File: src/rtl/pipe_pkg.sv
// ---------------------------------------------------------------------------
// pipe_pkg
// Shared pipeline definitions. It holds the datapath width, the bubble
// instruction and the reset PC. It also defines the IF/ID bundle layout,
// which decode and later pipeline registers reuse, the per-edge IF/ID
// register control, and the address helper functions.
// ---------------------------------------------------------------------------
package pipe_pkg;

  localparam int          XLEN        = 32;
  localparam logic [31:0] NOP_INSTR_C = 32'h0000_0013;  // addi x0,x0,0
  localparam logic [31:0] RESET_PC_C  = 32'h0000_0000;

  // IF/ID bundle carried from fetch to decode
  typedef struct packed {
    logic [XLEN-1:0] instr;
    logic [XLEN-1:0] pc;
    logic [XLEN-1:0] pc4;
    logic            valid;
  } if_id_t;

  // Per-edge action on the IF/ID register
  typedef enum logic [1:0] {
    IFID_ADVANCE = 2'd0,  // capture a fetched instruction
    IFID_BUBBLE  = 2'd1,  // capture a NOP with valid cleared
    IFID_HOLD    = 2'd2   // keep current contents
  } if_id_ctl_e;

  // Sequential PC increment; wraps modulo 2^32 without a flag
  function automatic logic [XLEN-1:0] pc_plus4(input logic [XLEN-1:0] pc);
    return pc + 32'd4;
  endfunction

  // A fetch target must be word aligned
  function automatic logic is_misaligned(input logic [XLEN-1:0] addr);
    return (addr[1:0] != 2'b00);
  endfunction

endpackage

File: src/rtl/pipe_if_fetch_if_id_reg.sv
// ---------------------------------------------------------------------------
// if_id_reg
// IF/ID pipeline register with advance, bubble and hold controls.
// A bubble keeps the PC fields of the incoming bundle. It forces the
// instruction to NOP and clears valid.
// Ports:
//   clk, rst   clock, synchronous active-high reset
//   ctl        per-edge action (advance / bubble / hold)
//   d          incoming bundle from the fetch stage
//   instr_q    registered instruction
//   pc_q       registered PC
//   pc4_q      registered PC+4
//   valid_q    registered valid flag
// ---------------------------------------------------------------------------
module if_id_reg
  import pipe_pkg::*;
#(
  parameter logic [31:0] NOP_INSTR = NOP_INSTR_C
) (
  input  logic        clk,
  input  logic        rst,
  input  if_id_ctl_e  ctl,
  input  if_id_t      d,
  output logic [31:0] instr_q,
  output logic [31:0] pc_q,
  output logic [31:0] pc4_q,
  output logic        valid_q
);

  if_id_t ifid_r;

  // IF/ID state update: reset, capture, bubble or hold
  always_ff @(posedge clk) begin
    if (rst) begin
      ifid_r.instr <= NOP_INSTR;
      ifid_r.pc    <= 32'h0000_0000;
      ifid_r.pc4   <= 32'h0000_0000;
      ifid_r.valid <= 1'b0;
    end else begin
      case (ctl)
        IFID_ADVANCE: ifid_r <= d;
        IFID_BUBBLE: begin
          ifid_r.instr <= NOP_INSTR;
          ifid_r.pc    <= d.pc;
          ifid_r.pc4   <= d.pc4;
          ifid_r.valid <= 1'b0;
        end
        IFID_HOLD:    ifid_r <= ifid_r;
        default:      ifid_r <= ifid_r;
      endcase
    end
  end

  assign instr_q = ifid_r.instr;
  assign pc_q    = ifid_r.pc;
  assign pc4_q   = ifid_r.pc4;
  assign valid_q = ifid_r.valid;

endmodule

File: src/rtl/pipe_if_fetch.sv
// ---------------------------------------------------------------------------
// pipe_if_fetch
// Instruction-fetch stage. It owns the PC and the next-PC mux, and it feeds
// the IF/ID register into decode.
// Priority on each edge: rst > redirect > stall > imem wait > advance.
// Ports:
//   clk, rst              clock, synchronous active-high reset
//   imem_addr             fetch address (the current PC, always word aligned)
//   imem_rdata            same-cycle instruction word for imem_addr
//   imem_ready            1 = imem_rdata valid, 0 = wait state
//   stall                 hold the PC and IF/ID
//   redirect              taken branch/jump from EX
//   redirect_pc           redirect target
//   instr2id              IF/ID instruction to decode
//   pc2id                 IF/ID PC
//   pc4_2id               IF/ID PC+4
//   valid2id              IF/ID valid flag
//   misalign_err          sticky flag, set by an unaligned redirect target
// ---------------------------------------------------------------------------
module pipe_if_fetch
  import pipe_pkg::*;
#(
  parameter logic [31:0] RESET_PC  = RESET_PC_C,
  parameter logic [31:0] NOP_INSTR = NOP_INSTR_C
) (
  input  logic        clk,
  input  logic        rst,
  output logic [31:0] imem_addr,
  input  logic [31:0] imem_rdata,
  input  logic        imem_ready,
  input  logic        stall,
  input  logic        redirect,
  input  logic [31:0] redirect_pc,
  output logic [31:0] instr2id,
  output logic [31:0] pc2id,
  output logic [31:0] pc4_2id,
  output logic        valid2id,
  output logic        misalign_err
);

  logic [31:0] pc_r;
  logic [31:0] pc_next_s;
  logic [31:0] pc4_s;
  logic        misalign_r;
  if_id_ctl_e  ifid_ctl_s;
  if_id_t      ifid_d_s;

  assign pc4_s = pc_plus4(pc_r);

  // Next-PC selection and IF/ID action; RUN vs HOLD is decided from this cycle's inputs only
  always_comb begin
    pc_next_s  = pc_r;
    ifid_ctl_s = IFID_HOLD;
    if (redirect) begin
      pc_next_s  = {redirect_pc[31:2], 2'b00};
      ifid_ctl_s = IFID_BUBBLE;
    end else if (stall) begin
      pc_next_s  = pc_r;
      ifid_ctl_s = IFID_HOLD;
    end else if (!imem_ready) begin
      pc_next_s  = pc_r;
      ifid_ctl_s = IFID_BUBBLE;
    end else begin
      pc_next_s  = pc4_s;
      ifid_ctl_s = IFID_ADVANCE;
    end
  end

  // Bundle presented to IF/ID; used as-is on advance, PC fields only on bubble
  always_comb begin
    ifid_d_s.instr = imem_rdata;
    ifid_d_s.pc    = pc_r;
    ifid_d_s.pc4   = pc4_s;
    ifid_d_s.valid = 1'b1;
  end

  // PC register; the reset value is forced to word alignment
  always_ff @(posedge clk) begin
    if (rst) begin
      pc_r <= {RESET_PC[31:2], 2'b00};
    end else begin
      pc_r <= pc_next_s;
    end
  end

  // Sticky misalignment flag; only reset clears it
  always_ff @(posedge clk) begin
    if (rst) begin
      misalign_r <= 1'b0;
    end else if (redirect && is_misaligned(redirect_pc)) begin
      misalign_r <= 1'b1;
    end else begin
      misalign_r <= misalign_r;
    end
  end

  if_id_reg #(
    .NOP_INSTR (NOP_INSTR)
  ) u_if_id_reg (
    .clk     (clk),
    .rst     (rst),
    .ctl     (ifid_ctl_s),
    .d       (ifid_d_s),
    .instr_q (instr2id),
    .pc_q    (pc2id),
    .pc4_q   (pc4_2id),
    .valid_q (valid2id)
  );

  assign imem_addr    = pc_r;
  assign misalign_err = misalign_r;

endmodule

File: config.mk
export PLATFORM = sky130hd
export DESIGN_NAME = pipe_if_fetch
export DESIGN_NICKNAME = d
export VERILOG_FILES = /design/src/rtl/pipe_pkg.sv /design/src/rtl/pipe_if_fetch_if_id_reg.sv /design/src/rtl/pipe_if_fetch.sv
export SDC_FILE = /design/constraint.sdc
export NUM_CORES = 1
export LEC_CHECK = 0
export CORE_UTILIZATION = 63
export CTS_BUF_LIST = sky130_fd_sc_hd__clkbuf_16
export CTS_CLUSTER_SIZE = 25
export DETAILED_ROUTE_END_ITERATION = 10
export DONT_BUFFER_PORTS = 1
export HOLD_SLACK_MARGIN = 0.1
export PLACE_DENSITY = 0.88
export SLEW_MARGIN = 20
export SYNTH_ARGS = -nofsm -noshare
export SYNTH_HDL_FRONTEND = slang
export SYNTH_SLANG_ARGS = --single-unit
File: constraint.sdc
create_clock -name clk -period 2.9 [get_ports clk]
set_input_delay 0.435 -clock clk [delete_from_list [all_inputs] [get_ports clk]]
set_output_delay 0.435 -clock clk [all_outputs]
set_load 0.005 [all_outputs]
==> results.py <==
metrics = {
    "grt": {
        "antenna_found_initial": 0,
        "grt_overflow": 0,
        "grt_max_degree": 58,
        "grt_pass1_vias": 4728,
        "grt_pass1_wl_um": 24080,
        "grt_usage": 0.3432,
    },
    "finish": {
        "nets": 724,
        "drive_gt1_frac": 0.08396,
        "fin_util": 0.7347,
        "area_growth_syn_to_layout_pct": 10.26,
        "seq_area_sq_um": 2482,
        "fill_cells": 631,
        "multiInputGateArea_sq_um": 2753,
        "antenna_cells": 0,
    },
    "synth": {
        "syn_inst": 678,
        "ys_warn_count": 0,
        "synth_seq_cells": 124,
        "synth_edf_count": 0,
        "synth_common_cells": "dfxtp_1, nand2_1, nor2_1",
        "netlist-cell-type-count": 55,
        "synthTopCellsByArea": "dfxtp_1, nand2_1, nor2_1",
        "synth_top_area_cell": "dfxtp_1",
        "syn_area_sq_um": 5585,
        "synth.avg_cell_area_sq_um": 8.238,
        "async_flop_share": 0,
        "synthFlopType": "dfxtp_1",
        "yosysTopAreaCellShare": 0.4444,
        "synth_most_common_cell": "dfxtp_1",
        "seq_area_frac_synth": 0.4444,
    },
    "detailed_routing": {
        "route.detailed.drc": 0,
        "antenna_left": 0,
        "vias_per_cell": 6.806,
        "vias": 5254,
        "drt-wirelength-per-cell_um": 20.99,
        "drt-total-wl_um": 16210,
        "first_pass_iters": 5,
        "drt-initial-drc-count": 437,
    },
    "clock_network": {
        "cts.sinks": 124,
        "cts-root-buf": "clkbuf_16",
        "clk_latency_ps": 400,
        "htreeDepth": 4,
        "cts.clk_slew.worst_paths_ps": 60,
        "postCtsSetupBuffers": 0,
        "cts_max_path_buffers": 2,
        "cts_hold_buf": 5,
        "cts_buffers": 17,
        "tritoncts": "yes",
        "postCtsResizedCells": 0,
    },
    "timing": {
        "final_max_slew_viol_count": 0,
        "hold_viol": 0,
        "finalCriticalPeriod_ps": 2473,
        "fin_crit_sh": 0.8527,
        "slew_headroom": 0.4471,
        "final.setup.worst_slack_ps": 427.2,
        "fin_setup_tns_ps": 0,
        "setup_viol": 0,
        "clock.fmax_mhz": 404.4,
        "tightest_slew_ps": 824.3,
        "finalClockSkew_ps": 6.887,
        "rsz0062_at_grt": "no",
    },
    "floorplanning": {
        "io_pins": 199,
        "die-width_um": 96.16,
        "std_cell_rows": 33,
        "start_util": 0.6664,
        "dieArea_sq_um": 9246,
        "die_y_um": 96.16,
        "core_area_sq_um": 8382,
    },
    "setup_path": {
        "cp_num_buf_inv": 0,
        "cpMaxStageDelayCell": "or4_1",
        "max_stage_delay_ps": 620,
        "required_ps": 3190,
        "crit_top_cell": "or4_1",
        "worstSetupPathType": "reg2reg",
        "critPathArrivalTime_ps": 2760,
        "crit_family": "simple AND/OR/NAND/NOR gates",
        "cp_max_fo": 8,
        "startpoint_type": "flip-flop",
        "cp-end-kind": "flip-flop",
        "path_cells": "ha_1 -> nand4_1 -> or4_1 -> or4_1 -> o2111a_1",
    },
    "placed_design": {
        "portBuffers": 0,
        "dp_hpwl_um": 10520,
        "gp_congestion": 0.8826,
        "pre_cts_slack_ps": 496.4,
    },
    "power_and_ir_drop": {
        "total_power_w": 0.004151,
        "ir_drop_mv": 0.4446,
        "p_leak_nw": 2.101,
        "pwr_density_cell_nw_per_um2": 674.0,
    },
    "worst_hold_path": {
        "worstHoldPathType": "in2reg",
    },
    "run_status": {
        "outcome": "finished, final reports clean",
    },
    "flow_run": {
        "drv_cap": 0,
    },
}
[sequential cells by signal, indices dropped and copies added (netlist names)]
register	flops
u_if_id_reg.valid_q	1
u_if_id_reg.pc4_q	30
u_if_id_reg.pc_q	30
u_if_id_reg.instr_q	32
misalign_err	1
imem_addr	30
[layout by cell type (no fill, tap or decap), types with 3 or more instances in the layout]
master / Yosys / layout
clkbuf_16: 0 / 17
nand3b_1: 3 / 3
or4_1: 12 / 12
clkinv_1: 1 / 3
a2111oi_0: 3 / 3
o2111a_1: 3 / 3
buf_4: 8 / 18
nand2_1: 90 / 90
a211oi_1: 16 / 16
and4_1: 7 / 7
o21ai_0: 32 / 32
a22oi_1: 29 / 29
nor2_1: 63 / 62
and3_1: 7 / 7
dfxtp_1: 124 / 124
a311oi_1: 13 / 13
and2_1: 3 / 3
nor4_1: 15 / 15
o31ai_1: 11 / 11
or3_1: 8 / 8
o22ai_1: 3 / 3
dlygate4sd3_1: 0 / 7
inv_6: 0 / 4
xnor2_1: 13 / 13
clkinvlp_4: 0 / 4
conb_1: 1 / 6
nand4_1: 13 / 13
xor2_1: 8 / 8
a21oi_1: 43 / 43
a221oi_1: 3 / 3
nand3_1: 16 / 16
nor3_1: 13 / 13
a31oi_1: 10 / 10
inv_1: 9 / 11
nand2b_1: 5 / 4
o31a_1: 4 / 4
nor2b_1: 6 / 5
[through the flow]
step                instances  cell area [sq um]  hold slack, ps
CTS                       770               6138           100.4
floorplan                 683               5604           442.1
detailed placement        733               5539           453.9
global placement          733               5539           450.7
finish                    772               6158           109.3
global route              772               6158           94.19
[cell families after synthesis]
kind of cell,share of synthesized area
AO/OA/AOI/OAI,0.2110
XOR/XNOR,0.03293
adder cells (fa/ha/maj),0.002240
buffers and inverters,0.06832
flip-flops,0.4444
other,0.0006714
AND/OR/NAND/NOR,0.2404
[worst paths after layout]
kind | start | end | slack [ps] | depth (start not counted)
setup / recovery | imem_addr[2]$_SDFFE_PP0P_ | imem_addr[30]$_SDFFE_PP0P_ | 430 | 5
hold / removal | rst | u_if_id_reg.pc4_q[2]$_SDFFE_PP0P_ | 110 | 1
setup reg to reg | imem_addr[2]$_SDFFE_PP0P_ | imem_addr[30]$_SDFFE_PP0P_ | 430 | 5
hold reg to reg | u_if_id_reg.pc_q[8]$_SDFFE_PP0P_ | u_if_id_reg.pc_q[8]$_SDFFE_PP0P_ | 470 | 2
[layout make-up]
cell class,count,area share
Clock buffer,17,0.06908
Clock inverter,15,0.02011
Inverter,10,0.006095
Multi-Input combinational cell,476,0.4470
Sequential cell,124,0.4031
Tap cell,105,0.02133
Timing Repair Buffer,25,0.03332
[per-layer routing]
layer | up-vias | track usage | routed length [um]
li1 | 2402 | - | -
met1 | 2458 | 0.4138 | 6070
met2 | 337 | 0.5573 | 7664
met3 | 57 | 0.09874 | 1839
met4 | 0 | 0.1704 | 630
met5 | - | 0 | 0
[power breakdown]
group / internal (W) / total (W) / switching, W
clock network: 0.00117 / 0.00195 / 0.000778
registers: 0.00179 / 0.00192 / 0.000122
logic: 0.000112 / 0.000281 / 0.000169
total: 0.00308 / 0.00415 / 0.00107
Note: power is estimated with default switching activity, not from simulation.
